`config.mk`:
```
export PLATFORM = sky130hd
export DESIGN_NAME = cp0_intc
export DESIGN_NICKNAME = d
export VERILOG_FILES = /design/src/rtl/cp0_intc.sv
export SDC_FILE = /design/constraint.sdc
export NUM_CORES = 1
export LEC_CHECK = 0
export BUFFER_PORTS_ARGS = -buffer_cell sky130_fd_sc_hd__buf_2
export CORE_ASPECT_RATIO = 0.8
export CORE_MARGIN = 2
export CORE_UTILIZATION = 51
export DETAILED_ROUTE_END_ITERATION = 16
export PLACE_DENSITY_LB_ADDON = 0.3
export SYNTH_ARGS = -nofsm -noshare
export SYNTH_HDL_FRONTEND = slang
export SYNTH_SLANG_ARGS = --single-unit
```
`constraint.sdc`:
```
create_clock -name clk -period 4.6 [get_ports clk]
set_clock_uncertainty 0.05 [all_clocks]
set_input_delay 0.69 -clock clk [delete_from_list [all_inputs] [get_ports clk]]
set_output_delay 0.69 -clock clk [all_outputs]
set_load 0.03 [all_outputs]
```
`src/rtl/cp0_intc.sv`:
```
`default_nettype none
// ============================================================================
// Module   : cp0_intc
// Purpose  : Coprocessor-0 interrupt / exception controller. Masks the
//            level-sensitive device IRQ lines against SR.IM, decides when
//            the pipeline must trap, captures EPC / Cause.BD /
//            Cause.ExcCode, and serves mfc0/mtc0 for CP0 registers 12-15.
//            eret (EXLClr) returns the controller to the NORMAL state.
// Ports    : clk      - system clock, rising edge
//            reset    - asynchronous active-low reset
//            Addr     - CP0 register number for mfc0/mtc0
//            WE       - mtc0 write strobe
//            DataIn   - mtc0 write data
//            DataOut  - mfc0 read data (combinational on Addr)
//            HWInt    - device interrupt lines, bit0 = timer
//            VPC      - PC of the instruction at the commit point
//            BD       - victim instruction is in a branch delay slot
//            ExcCode  - synchronous exception code, 0 = none
//            EXLClr   - eret retiring this cycle
//            IntReq   - trap request to the pipeline
//            EPC      - current EPC (eret target)
// Revision : 1.0 - initial release
// ============================================================================
module cp0_intc #(
  parameter logic [31:0] PRID = 32'h0000_0007
) (
  input  logic        clk,
  input  logic        reset,
  input  logic [4:0]  Addr,
  input  logic        WE,
  input  logic [31:0] DataIn,
  output logic [31:0] DataOut,
  input  logic [5:0]  HWInt,
  input  logic [31:0] VPC,
  input  logic        BD,
  input  logic [4:0]  ExcCode,
  input  logic        EXLClr,
  output logic        IntReq,
  output logic [31:0] EPC
);

  localparam logic [4:0] C_ADDR_SR    = 5'd12;
  localparam logic [4:0] C_ADDR_CAUSE = 5'd13;
  localparam logic [4:0] C_ADDR_EPC   = 5'd14;
  localparam logic [4:0] C_ADDR_PRID  = 5'd15;

  // The operating state is exactly SR.EXL.
  typedef enum logic {
    NORMAL  = 1'b0,
    HANDLER = 1'b1
  } state_t;

  state_t      state_q, state_d;
  logic [5:0]  im_q, im_d;
  logic        ie_q, ie_d;
  logic        bd_q, bd_d;
  logic [4:0]  exccode_q, exccode_d;
  logic [5:0]  ip_q, ip_d;
  logic [31:0] epc_q, epc_d;

  logic        w_exl;
  logic        w_int;
  logic        w_exc;
  logic        w_trap;
  logic [31:0] w_victim_pc;
  logic [31:0] w_sr;
  logic [31:0] w_cause;

  assign w_exl  = (state_q == HANDLER);
  // Trap decision uses the live IRQ lines, not the sampled IP field.
  assign w_int  = (|(HWInt & im_q)) & ie_q & ~w_exl;
  assign w_exc  = (ExcCode != 5'd0) & ~w_exl;
  assign w_trap = w_int | w_exc;

  // Delay-slot victims restart at the branch; wraps naturally at 0.
  assign w_victim_pc = VPC - (BD ? 32'd4 : 32'd0);

  assign w_sr    = {16'b0, im_q, 8'b0, w_exl, ie_q};
  assign w_cause = {bd_q, 15'b0, ip_q, 3'b0, exccode_q, 2'b0};

  assign IntReq = w_trap;
  assign EPC    = epc_q;

  always_comb begin
    DataOut = 32'd0;
    case (Addr)
      C_ADDR_SR:    DataOut = w_sr;
      C_ADDR_CAUSE: DataOut = w_cause;
      C_ADDR_EPC:   DataOut = epc_q;
      C_ADDR_PRID:  DataOut = PRID;
      default:      DataOut = 32'd0;
    endcase
  end

  // Sources are applied lowest priority first so that a higher-priority
  // source overwrites only the fields it owns (trap > eret > mtc0).
  always_comb begin
    state_d   = state_q;
    im_d      = im_q;
    ie_d      = ie_q;
    bd_d      = bd_q;
    exccode_d = exccode_q;
    epc_d     = epc_q;
    ip_d      = HWInt;

    if (WE) begin
      if (Addr == C_ADDR_SR) begin
        im_d    = DataIn[15:10];
        ie_d    = DataIn[0];
        state_d = DataIn[1] ? HANDLER : NORMAL;
      end else if (Addr == C_ADDR_EPC) begin
        epc_d = DataIn & 32'hFFFF_FFFC;
      end
    end

    if (EXLClr) begin
      state_d = NORMAL;
    end

    if (w_trap) begin
      state_d   = HANDLER;
      bd_d      = BD;
      exccode_d = w_int ? 5'd0 : ExcCode;
      epc_d     = w_victim_pc & 32'hFFFF_FFFC;
    end
  end

  always_ff @(posedge clk or negedge reset) begin
    if (!reset) begin
      state_q   <= NORMAL;
      im_q      <= 6'd0;
      ie_q      <= 1'b0;
      bd_q      <= 1'b0;
      exccode_q <= 5'd0;
      ip_q      <= 6'd0;
      epc_q     <= 32'd0;
    end else begin
      state_q   <= state_d;
      im_q      <= im_d;
      ie_q      <= ie_d;
      bd_q      <= bd_d;
      exccode_q <= exccode_d;
      ip_q      <= ip_d;
      epc_q     <= epc_d;
    end
  end

endmodule
`default_nettype wire

```
=== Word level (Yosys, flattened, before mapping) ===
Cells that the tools add are included.

* Input port bits: 85
* Memory bits (read-only): 0
* Register bits: 52
* RAM bits: 0
* Word-level logic and storage cells: 40
* Memories kept: 0
* Latch bits: 0
* Output and inout bits: 65

* Add/subtract/negate cells: 1
* Shift-type cells: 0
* Eq/ne operators: 5
* Divide/modulo/power cells: 0
* Multipliers: 0
* Order comparisons: 0
* Reductions and logical operators: 9
* Bitwise gates (word level): 6
* Mux-type cells: 12

{| class="wikitable"
|+ Operators by type and width
! kind !! number
|-
| two-way mux 32 bit || 4
|-
| case mux 32 bit (4 select lines) || 1
|-
| subtractor 32 x 3 -> 32 bit || 1
|-
| == test 5 x 4 -> 1 bit (second input constant) || 4
|-
| bitwise AND 6 bit || 1
|-
| nonzero test 3 bit || 2
|-
| OR reduction 6 bit || 1
|-
| two-way mux 1 bit || 5
|-
| two-way mux 5 bit || 1
|-
| nonzero test 5 bit || 1
|-
| AND reduction 2 bit || 2
|-
| nonzero test 2 bit || 2
|-
| bitwise AND 1 bit || 3
|-
| two-way mux 3 bit || 1
|-
| AND reduction 3 bit || 1
|-
| inequality test 2 bit (second input constant) || 1
|-
| NOT 1 bit || 1
|-
| OR 1 bit || 1
|}

=== Logic depth before layout (Yosys ltp) ===
* Depth in word-level cells: 7
* Gate-level depth with buffers: 8

=== Worst setup path before layout ===
OpenSTA, ideal clock, no wires.

* Kind: input-to-output
* From: input Addr[0]
* To: output DataOut[31]
* Stages on the path: 5
* Slack: 1.944 ns
* Arrival: 1.916 ns
* Path through: clkbuf_1 nor2b_1 clkbuf_1 a22oi_1 nor2_1

* Cells in the longest elaborated chain, start to end: 2
* Elaborated cells between the ends (all ways): 5

{| class="wikitable"
|+ Ends and longest elaborated chain
! element !! RTL line !! source
|-
| from (decl) || 29 || <nowiki>input logic [4:0] Addr,</nowiki>
|-
| == test 5 x 4 -> 1 bit || 86 || <nowiki>case (Addr)</nowiki>
|-
| case mux 32 bit (4 select lines) (*) || 86 ||
|-
| to (decl) || 32 || <nowiki>output logic [31:0] DataOut,</nowiki>
|}

Mark *: on every way between the ends. The rest lies on a longest branch, timed or not.

=== Worst setup path after layout ===
* From: input HWInt[0]
* To: output IntReq

* Cells in the longest elaborated chain, start to end: 5

{| class="wikitable"
|+ Ends and longest elaborated chain
! element !! RTL line !! source
|-
| from (decl) || 33 || <nowiki>input logic [5:0] HWInt,</nowiki>
|-
| bitwise AND 6 bit || 71 || <nowiki>assign w_int = (|(HWInt & im_q)) & ie_q & ~w_exl;</nowiki>
|-
| OR reduction 6 bit || 71 ||
|-
| bitwise AND 1 bit (2 in series) || 71 ||
|-
| OR 1 bit || 73 || <nowiki>assign w_trap = w_int | w_exc;</nowiki>
|-
| to (decl) || 38 || <nowiki>output logic IntReq,</nowiki>
|}

Every way passes these cells.

==> reports/qor.yml <==
run_status:
  outcome: "complete, no violations"
critical_path:
  criticalPathCategory: "in -> out"
  required_ns: 3.86
  cp_common_cell: "buf_2"
  slowest_stage: "o31ai_4"
  crit_fanout: 51
  cp-end-kind: "output pin"
  r2r_start: "im_q[4]"
  path_buf_inv: 3
  max_stage_delay_ns: 0.42
  crit_start: "HWInt[0]"
  critPathTopFamily: "compound AO/OA/AOI/OAI gates"
  path_cells: "buf_2, a22o_1, o31ai_4, a31oi_4, buf_4, buf_2"
  critPathLaunchType: "input port"
  crit_arrival_ns: 2.22
synthesis:
  async_reset_ff_share_pct: 100
  synth_enable_flop_cells: 0
  yosysWarnings: 0
  netlist_instances: 320
  synthDistinctLibCells: 46
  ys_ff_latch: 50
  synth_ff_type: "dfrtp_1"
  yosys.area.top_type_share_pct: 39.0
  synth_area_um2: 3210
  ys_seq_area_share_pct: 39.0
  synthTopCellsByArea: "dfrtp_1 39%, mux2i_1 18%, xnor2_1 4.4%"
  yosysTopAreaCell: "dfrtp_1"
  postSynthAreaPerCell_um2: 10.0
clock_tree:
  clock-sinks: 50
  clk_latency_ns: 0.30
  cts_buffer_depth: 2
  cts_tree: "done"
  post-cts-setup-buffer-count: 0
  cts-resized-gates: 0
  clk_root_buffer_cell: "clkbuf_8"
  ctsHoldBuffers: 0
  clk_pin_slew_worst_paths_ns: 0.10
  cts_made_buffers: 5
  h-tree-depth: 2
global_routing:
  track_usage_pct: 24.1
  grt_pass1_wl_mm: 13.3
  overflow: 0
  grt_pass1_vias: 2704
  grt_antenna_before_repair: 0
  grt_max_degree: 52
route:
  totalWireLength_mm: 8.38
  drtPass1Iterations: 4
  post_drt_wl_per_cell_um: 15.5
  viasPerCell: 5.33
  ant_nets: 0
  drt_iter0_markers: 77
  vias: 2885
  post-route-drc-count: 0
placed_design:
  placed_cells: 533
  port_buffers: 145
  routabilityCongestion: 0.856
  dp_hpwl_mm: 6.52
timing:
  fmax_mhz: 338
  final.setup.tns_ns: 0
  tightestPinTransition_ns: 0.847
  rsz0062_at_grt: "no"
  slew_violations: 0
  finalSetupViolations: 0
  hold_viol_final: 0
  period_minus_slack_ns: 2.96
  period_share_pct: 64.4
  whs_ns: 0.432
  slew_headroom_pct: 43.4
layout:
  area_growth_pct: 26.3
  instances_no_fill: 541
  diodes: 0
  final_nets: 546
  drive_above_1_share_pct: 38.9
die:
  start_util_pct: 53.5
  pin_count: 150
  core_um2: 6010
  rows: 25
  dieArea_um2: 6950
  die_w_um: 92.7
  fp.dieH_um: 75.0
power_and_ir_drop:
  ir_worst_vdd_mv: 0.283
  p_leak_uw: 0.00190
  p_per_area_nw_per_um2: 486
flow_run:
  max_cap_viol_count: 0
hold_path:
  worstHoldPathType: "in -> async"
worst reg2reg max path: stages, from the launching register on:
cell and delay [ns]:
dfrtp_1 0.42, a22o_1 0.25, o31ai_4 0.42, a31oi_4 0.12, buf_4 0.33, mux2_2 0.36
cell type report:
class	count	area (µm²)
clock buffer	5	68.8
clock inverter	3	25.0
fill	514	1950
inverter	8	30.0
multi-input combinational	246	1830
sequential	50	1250
tap	81	101
timing repair buffer	148	748
synthesized netlist by cell type, drive strengths merged, types with 7 or more instances:
master,instances
nor3,10
mux2,9
nand4,7
xnor2,16
and2,22
mux2i,57
nand2,19
xor2,9
a21oi,9
nor2,26
inv,8
nand3,8
buf,11
dfrtp,50
o21ai,16
registers in the layout, summed over array words and instances (netlist names):
name and flops:
EPC 30, state_q 1, exccode_q 5, ip_q 6, im_q 6, bd_q 1
ie_q 1
final timing paths:
path / endpoint / cells past startpoint / slack [ns]
max: IntReq / 6 / 1.64
min: ip_q[3] / 2 / 0.43
max reg2reg: bd_q / 5 / 2.54
min reg2reg: im_q[1] / 1 / 0.49
max in group asynchronous: EPC[27] / 2 / 3.63
min in group clk: ip_q[3] / 1 / 0.45
logic make-up (layout without fill, tap and decap cells):
kind of cell               Yosys count  after routing  share of synthesized area (%)
DFF                                 50             50                           39.0
AOI/OAI and AO/OA                   38             38                           7.72
buffers and inverters               25            164                           4.40
adders and majority gates            2              2                          0.779
muxes                               66             66                           20.9
other                                1              2                          0.117
xor gates and xnor gates            25             25                           6.82
and+or+nand+nor                    113            113                           20.3
through the flow:
step	total power, µW	cell area (µm²)	setup slack [ns]	utilization, %
6_report	1970	4060	1.64	67.5
2_1_floorplan	1410	3210	1.94	-
5_1_grt	2110	4060	1.54	67.5
3_3_place_gp	1680	3960	1.41	66.0
4_1_cts	1990	4060	1.65	67.5
3_5_place_dp	1720	3960	1.35	66.0
placed cells by master (no fill, tap or decap), types with 7 or more instances in the layout:
| cell type | count |
|---|---|
| a21oi_1 | 9 |
| and2_1 | 21 |
| buf_2 | 145 |
| dfrtp_1 | 50 |
| inv_1 | 8 |
| mux2_2 | 9 |
| mux2i_1 | 57 |
| nand2_1 | 18 |
| nand3_1 | 7 |
| nand4_1 | 7 |
| nor2_1 | 26 |
| nor3_1 | 8 |
| o21ai_0 | 16 |
| xnor2_1 | 16 |
| xor2_1 | 9 |
power by group:
group / switching (µW) / internal (µW)
logic: 609 / 338
clock network: 158 / 110
registers: 136 / 620
total: 903 / 1070
routing by layer:
metal / track usage, % / up-vias / wire length [µm]
met5: 0 / - / 0
met4: 4.41 / 0 / 49
met3: 3.60 / 6 / 468
met2: 42.4 / 98 / 4050
met1: 32.8 / 1379 / 3810
li1: - / 1402 / -
No activity file was read; power rests on OpenSTA's default activity.
